$ cat src/rtl/simon_seq_ctrl.sv
// simon_seq_ctrl
//
// Sequencer that sits directly in front of the SIMON 2-share key schedule.
// It collects a serial plaintext block and then a serial key over a simple
// valid/ready handshake, forwards each accepted bit to the schedule with the
// matching data_rdy code, then steps the schedule through the round phase
// and pulses done once the last round cycle has been issued.
//
// Optional feature macro: SIMON_CTRL_ABORT_EN
//   When defined, an extra 'abort' input cancels a load or run in progress.
//   When undefined, an operation ends only through DONE or rst.
//
// Ports
//   clk        in   1  rising-edge clock
//   rst        in   1  synchronous active-high reset
//   start      in   1  begin an operation (only looked at in IDLE)
//   din_valid  in   1  serial bit valid
//   din        in   1  serial bit: plaintext first, then key {KX,KY}, KY LSB first
//   abort      in   1  (SIMON_CTRL_ABORT_EN only) cancel the current operation
//   din_ready  out  1  high while a plaintext or key bit can be accepted
//   data_in    out  1  bit to the key schedule, din on a transfer else 0
//   data_rdy   out  2  0 idle/stall, 1 plaintext shift, 2 key shift, 3 run
//   counter    out  8  round-phase count; the schedule updates when counter[0]=1
//   busy       out  1  high in every state except IDLE
//   done       out  1  one-cycle pulse after the final round cycle

module simon_seq_ctrl #(
  parameter int BLOCK_BITS  = 128,
  parameter int KEY_BITS    = 128,
  parameter int ROUNDS      = 68,
  parameter int CYC_PER_RND = 2
) (
  input  logic       clk,
  input  logic       rst,
  input  logic       start,
  input  logic       din_valid,
  input  logic       din,
`ifdef SIMON_CTRL_ABORT_EN
  input  logic       abort,
`endif
  output logic       din_ready,
  output logic       data_in,
  output logic [1:0] data_rdy,
  output logic [7:0] counter,
  output logic       busy,
  output logic       done
);

  localparam int MAX_BITS   = (BLOCK_BITS > KEY_BITS) ? BLOCK_BITS : KEY_BITS;
  localparam int CNT_W      = (MAX_BITS > 1) ? $clog2(MAX_BITS) : 1;
  localparam int RUN_CYCLES = ROUNDS * CYC_PER_RND;

  localparam logic [CNT_W-1:0] PT_LAST  = CNT_W'(BLOCK_BITS - 1);
  localparam logic [CNT_W-1:0] KEY_LAST = CNT_W'(KEY_BITS - 1);
  localparam logic [7:0]       RUN_LAST = 8'(RUN_CYCLES - 1);

  // The round-phase count is only 8 bits wide, so the run must fit in it.
  if (RUN_CYCLES > 256 || RUN_CYCLES < 1) begin : g_bad_cfg
    $error("simon_seq_ctrl: ROUNDS*CYC_PER_RND must be in 1..256");
  end

  typedef enum logic [2:0] {
    IDLE     = 3'd0,
    LOAD_PT  = 3'd1,
    LOAD_KEY = 3'd2,
    RUN      = 3'd3,
    DONE     = 3'd4
  } state_t;

  state_t           state;
  state_t           next_state;
  logic [7:0]       next_counter;
  logic [CNT_W-1:0] bit_cnt;
  logic [CNT_W-1:0] next_bit_cnt;
  logic             transfer;
  logic             abort_hit;

  // An abort only matters while an operation is actually loading or running;
  // in IDLE and DONE it is ignored.
`ifdef SIMON_CTRL_ABORT_EN
  assign abort_hit = abort &&
                     ((state == LOAD_PT) || (state == LOAD_KEY) || (state == RUN));
`else
  assign abort_hit = 1'b0;
`endif

  // State, round-phase counter and bit counter registers.
  always_ff @(posedge clk) begin
    if (rst) begin
      state   <= IDLE;
      counter <= '0;
      bit_cnt <= '0;
    end else begin
      state   <= next_state;
      counter <= next_counter;
      bit_cnt <= next_bit_cnt;
    end
  end

  // Next-state and output decode. data_rdy during a load depends on the
  // handshake in the same cycle, so a stalled cycle (din_valid=0) presents
  // code 0 and the key schedule simply holds its contents.
  always_comb begin
    next_state   = state;
    next_counter = counter;
    next_bit_cnt = bit_cnt;
    din_ready    = 1'b0;
    data_rdy     = 2'd0;
    data_in      = 1'b0;
    transfer     = 1'b0;
    busy         = (state != IDLE);
    done         = 1'b0;

    unique case (state)
      IDLE: begin
        if (start) begin
          next_state   = LOAD_PT;
          next_bit_cnt = '0;
          next_counter = '0;
        end
      end

      LOAD_PT: begin
        din_ready = 1'b1;
        transfer  = din_valid;
        if (transfer) begin
          data_rdy = 2'd1;
          data_in  = din;
          if (bit_cnt == PT_LAST) begin
            next_state   = LOAD_KEY;
            next_bit_cnt = '0;
          end else begin
            next_bit_cnt = bit_cnt + 1'b1;
          end
        end
      end

      LOAD_KEY: begin
        din_ready = 1'b1;
        transfer  = din_valid;
        if (transfer) begin
          data_rdy = 2'd2;
          data_in  = din;
          if (bit_cnt == KEY_LAST) begin
            next_state   = RUN;
            next_bit_cnt = '0;
            next_counter = '0;
          end else begin
            next_bit_cnt = bit_cnt + 1'b1;
          end
        end
      end

      // The counter is left at its terminal value on the way to DONE so the
      // schedule (and anyone watching) sees where the run ended.
      RUN: begin
        data_rdy = 2'd3;
        if (counter == RUN_LAST) begin
          next_state = DONE;
        end else begin
          next_counter = counter + 8'd1;
        end
      end

      DONE: begin
        done       = 1'b1;
        next_state = IDLE;
      end

      default: begin
        next_state = IDLE;
      end
    endcase

    // Abort wins over whatever the state would otherwise do, including a
    // terminal transfer or the last round cycle, and suppresses done.
    if (abort_hit) begin
      next_state   = IDLE;
      next_counter = '0;
      next_bit_cnt = '0;
      din_ready    = 1'b0;
      data_rdy     = 2'd0;
      data_in      = 1'b0;
      transfer     = 1'b0;
    end
  end

endmodule
$ cat config.mk
export PLATFORM = sky130hd
export DESIGN_NAME = simon_seq_ctrl
export DESIGN_NICKNAME = d
export VERILOG_FILES = /design/src/rtl/simon_seq_ctrl.sv
export SDC_FILE = /design/constraint.sdc
export NUM_CORES = 1
export LEC_CHECK = 0
export CAP_MARGIN = 10
export CORE_ASPECT_RATIO = 0.5
export CORE_MARGIN = 5
export CORE_UTILIZATION = 39
export CTS_BUF_LIST = sky130_fd_sc_hd__clkbuf_4 sky130_fd_sc_hd__clkbuf_8
export DETAILED_ROUTE_END_ITERATION = 10
export GPL_ROUTABILITY_DRIVEN = 0
export GPL_TIMING_DRIVEN = 0
export HOLD_SLACK_MARGIN = 0.02
export PLACE_DENSITY = 0.61
export SETUP_SLACK_MARGIN = 0.05
export SYNTH_ARGS = -nofsm -noshare
export SYNTH_HDL_FRONTEND = slang
export SYNTH_SLANG_ARGS = --single-unit
$ cat constraint.sdc
create_clock -name clk -period 1.58 [get_ports clk]
set_input_delay 0.237 -clock clk [delete_from_list [all_inputs] [get_ports clk]]
set_output_delay 0.237 -clock clk [all_outputs]
set_load 0.01 [all_outputs]
# Yosys cells after proc, flatten, opt, wreduce, memory -nomap -nowiden

Index checks and enable logic that the tools add are counted.

Word-level logic and storage cells: 50
Bits in registers: 18

Add/sub/neg operators: 2
Muxes and demuxes: 23
Eq/ne operators: 14
Reductions and logical operators: 8

Operator list:

| kind                  | count |
|---|---|
| $mux W8               | 4 |
| $pmux W8 S3           | 1 |
| $mux W7               | 3 |
| $mux W3               | 6 |
| $ne A2 B2 Y1 const B  | 7 |
| $pmux W7 S2           | 1 |
| $pmux W3 S4           | 1 |
| $add A8 B1 Y8 const B | 1 |
| $eq A8 B8 Y1 const B  | 1 |
| $add A7 B1 Y7 const B | 1 |
| $eq A7 B7 Y1 const B  | 1 |
| $eq A3 B2 Y1 const B  | 2 |
| $pmux W2 S3           | 1 |
| $reduce_and A6 Y1     | 1 |
| $reduce_bool A3 Y1    | 2 |
| $mux W1               | 5 |
| $reduce_and A5 Y1     | 1 |
| $eq A3 B1 Y1 const B  | 1 |
| $eq A3 B3 Y1 const B  | 1 |
| $logic_not A3 Y1      | 1 |
| $reduce_and A3 Y1     | 1 |
| $mux W2               | 1 |
| $ne A2 B1 Y1 const B  | 1 |
| $reduce_bool A2 Y1    | 1 |
| $reduce_or A2 Y1      | 1 |

# Logic depth before layout (Yosys ltp)

Word-level depth: 4
Gate-level depth with buffers: 6

# Worst setup path before layout

OpenSTA, ideal clock, no wires.

Kind: reg2reg
From: register counter[0]
To: register state[1]
Path slack: 46 ps
Required time: 1,458 ps
Stages on the path, launching flop included: 6
Arrival: 1,412 ps
Buffers on the path: 0
Clock period less this slack: 1,534 ps
Cells stage by stage: dfxtp_1 ha_1 nand4b_1 or4_1 o21ai_0 a21oi_1

Cells in the longest elaborated chain, start to end: 3

RTL lines:

| item                        | line | text |
|---|---|---|
| from (decl)                 | 44   | `output logic [7:0] counter,` |
| from (signal assigned)      | 95   | `counter <= next_counter;` |
| $eq A8 B8 Y1                | 158  | `if (counter == RUN_LAST) begin` |
| $ne A2 B2 Y1 (no line)      | n/a  |  |
| $reduce_and A6 Y1 (no line) | n/a  |  |
| to (signal assigned)        | 94   | `state <= next_state;` |
| to (decl)                   | 70   | `state_t state;` |

No other way between the ends.
A chain may end at the register's enable or synchronous reset.

# Worst setup path in the final report

From: register state[1]
To: output data_rdy[0]

Cells in the longest elaborated chain, start to end: 2
Elaborated cells on any way between the ends: 4
Those cells by class: 3 x eq/ne; 1 x mux

RTL lines:

| item                                         | line | text |
|---|---|---|
| $eq A3 B2 Y1 or $eq A3 B1 Y1 (tied branches) | 114  | `unique case (state)` |
| $pmux W2 S3 *                                | 114  |  |
| to (decl)                                    | 43   | `output logic [1:0] data_rdy,` |

Mark *: on every way between the ends. The rest lies on a longest branch, timed or not.

==> flow_summary.ini <==
[status]
status = finished, violations left
violations = negative setup slack

[finish]
multiInputGateArea_um2 = 885
diodes = 0
syn2layout_area_growth_pct = 58.4
drive_above_1_share_pct = 41.0
regArea_um2 = 393
final_core_util_pct = 66.8
fin_nets = 186
fill_cells = 222

[critical_path]
cpPeakStageDelay_ns = 0.38
rr_startpoint = state[1]$_SDFFE_PP0P_
critPathTopFamily = buffers and inverters
end_kind = output port
crit_arrival_ns = 1.42
crit_chain = buf_8 > buf_4 > buf_6 > nor2_1 > nor3_1 > buf_2
cp-start-kind = flop
crit_fanout = 5
crit_buf_inv = 4
worstSetupStartpoint = state[1]$_SDFFE_PP0P_
path_class = flop to output port
crit_required_ns = 1.34
cp_slowest_cell = dfxtp_4

[synth]
yosysSeqAreaShare_pct = 32.0
ys_async_sr_fraction_pct = 0
ys_top_cells_by_count = dfxtp_1, nand3_1, nor2_1
synth_edf_count = 0
syn-num-nets = 145
synth_cell_types = 46
synth_top_area_cell = dfxtp_1
syn-instance-count = 138
yosys.area.top_type_share_pct = 32.0
netlist_area_um2 = 1120
synthFlopType = dfxtp_1
yosys-top-cells-area = dfxtp_1, nand3_1, nor3_1, o21ai_0, nor2_1
syn_area_per_cell_um2 = 8.15
synth_seq_cells = 18
synth_most_common_cell = dfxtp_1
yosys_warnings = 0

[drt]
wirelength_um = 3810
drt-wirelength-per-cell_um = 17.7
drtIter0Drc = 102
drt-vias-per-instance = 6.00
vias = 1289
ant_nets = 0
first_pass_iters = 4
drc = 0

[sta]
setup_viol = 4
finClkSkew_ns = 0.00688
period_minus_slack_ns = 1.65
hold_violations = 0
rsz0062_at_grt = true
setup_tns_ns = -0.148
worst_slack_ns = -0.0729
slew_viol_final = 0
slew_headroom_pct = 58.8
timing.fmax_ghz = 0.605
period_share_pct = 105
worst_pin_slew_ns = 0.619

[placed_design]
io_buffer_count = 18
dpl.hpwl_um = 2090

[global_route]
grt_max_degree = 11
grt_overflow = 0
antenna_found_initial = 0
grt_pass1_vias = 1130
grt_pass1_wl_um = 5450
grt.total_usage_pct = 17.3

[pwr]
ir_drop_v = 0.000289
p_comb_share_pct = 16.1
power.density_nw_per_um2 = 570
p_leak_nw = 0.628
intPower_uw = 747
power_mw = 1.02
sequentialPowerShare_pct = 44.8
p_sw_share_pct = 26.4
clkPwrFrac_pct = 39.0
switching_power_uw = 268

[clock_tree]
cts-root-buf = clkbuf_8
cts_max_level = 1
cts_buffers = 3
cts_max_path_buffers = 2
cts_hold_buf = 0
clk_latency_ns = 0.26
cts.clk_slew.worst_paths_ns = 0.08
cts_sinks = 18
cts_tree = built

[floorplan]
rows = 13
die_y_um = 48.0
die_w_um = 86.0
core_um2 = 2670
io_pins = 19
dieArea_um2 = 4120
initial_core_util_pct = 42.2

[min_path]
hp-class = flop to flop
min-delay-start = bit_cnt[0]$_SDFFE_PP0P_

[job]
maxCapViolCount = 0
## cell families after synthesis
family | Yosys count | synth area share [%]
buf+inv | 14 | 5.01
simple gates | 66 | 34.6
flops | 18 | 32.0
compound gates | 34 | 22.8
mux | 2 | 1.78
xor+xnor | 2 | 1.56
fa+ha+maj | 2 | 2.22
## cell type report
| cell class | count | share of cell area (%) |
|---|---|---|
| multi-input cells | 106 | 49.6 |
| flip-flops and latches | 18 | 22.1 |
| repair buffers | 37 | 17.9 |
| clock buffers | 4 | 3.09 |
| plain buffers | 6 | 3.09 |
| well taps | 37 | 2.60 |
| inverters | 7 | 1.62 |
## power by group through the flow
| stage | clock network, mW | logic [mW] | registers [mW] |
|---|---|---|---|
| after global placement | 0 | 0.102 | 0.474 |
| after detailed placement | 0 | 0.101 | 0.474 |
| after global routing | 0.423 | 0.170 | 0.455 |
| after CTS | 0.399 | 0.140 | 0.461 |
| final | 0.396 | 0.164 | 0.455 |
| after floorplan | 0 | 0.0598 | 0.472 |
## state kept, by name, indices dropped and copies added (netlist names)
name     count
counter      8
state        3
bit_cnt      7
## final timing paths
check | cells after the start | end | slack (ns)
min reg2reg | 1 | bit_cnt[0]$_SDFFE_PP0P_ | 0.50
max | 6 | data_rdy[0] | -0.07
min | 1 | bit_cnt[0]$_SDFFE_PP0P_ | 0.50
max reg2reg | 5 | bit_cnt[4]$_SDFFE_PP0P_ | -0.02
## layer usage
metal	vias up	GRT usage [%]	share of wire (%)
met5	-	0	0
met4	0	6.62	2.4
met3	11	4.81	4.5
met2	43	31.1	52
met1	626	20.5	41
li1	609	-	-
## per-stage QoR
stage / worst slack (ns) / cells / instance area (um^2) / hold WS, ns
4_1_cts: -0.0544 / 212 / 1650 / 0.501
5_1_grt: -0.0903 / 215 / 1780 / 0.508
3_3_place_gp: -0.496 / 193 / 1350 / 0.486
3_5_place_dp: -0.468 / 193 / 1350 / 0.488
2_1_floorplan: 0.0545 / 138 / 1130 / 0.439
6_report: -0.0729 / 215 / 1780 / 0.499
## timing repair
| item | 4_1_cts | 5_1_grt |
|---|---|---|
| setup buffers | 16 | 4 |
| endpoints found under the setup margin | 25 | 21 |
| pin swaps | 10 | 10 |
| resized for setup | 65 | 33 |
## cell usage in the layout (no fill, tap or decap), types with 4 or more instances in the layout
cell type         n
buf_4            15
clkdlybuf4s50_1  11
nand3_1          10
dfxtp_4           8
dfxtp_1           8
nor2_1            7
clkbuf_8          6
inv_1             6
nor3_1            6
buf_6             6
nand4_1           5
nand2_1           5
or3_1             4
o21ai_1           4
a21oi_1           4
nor2b_1           4
nand2b_1          4
Power figures use the tool's default switching activity.
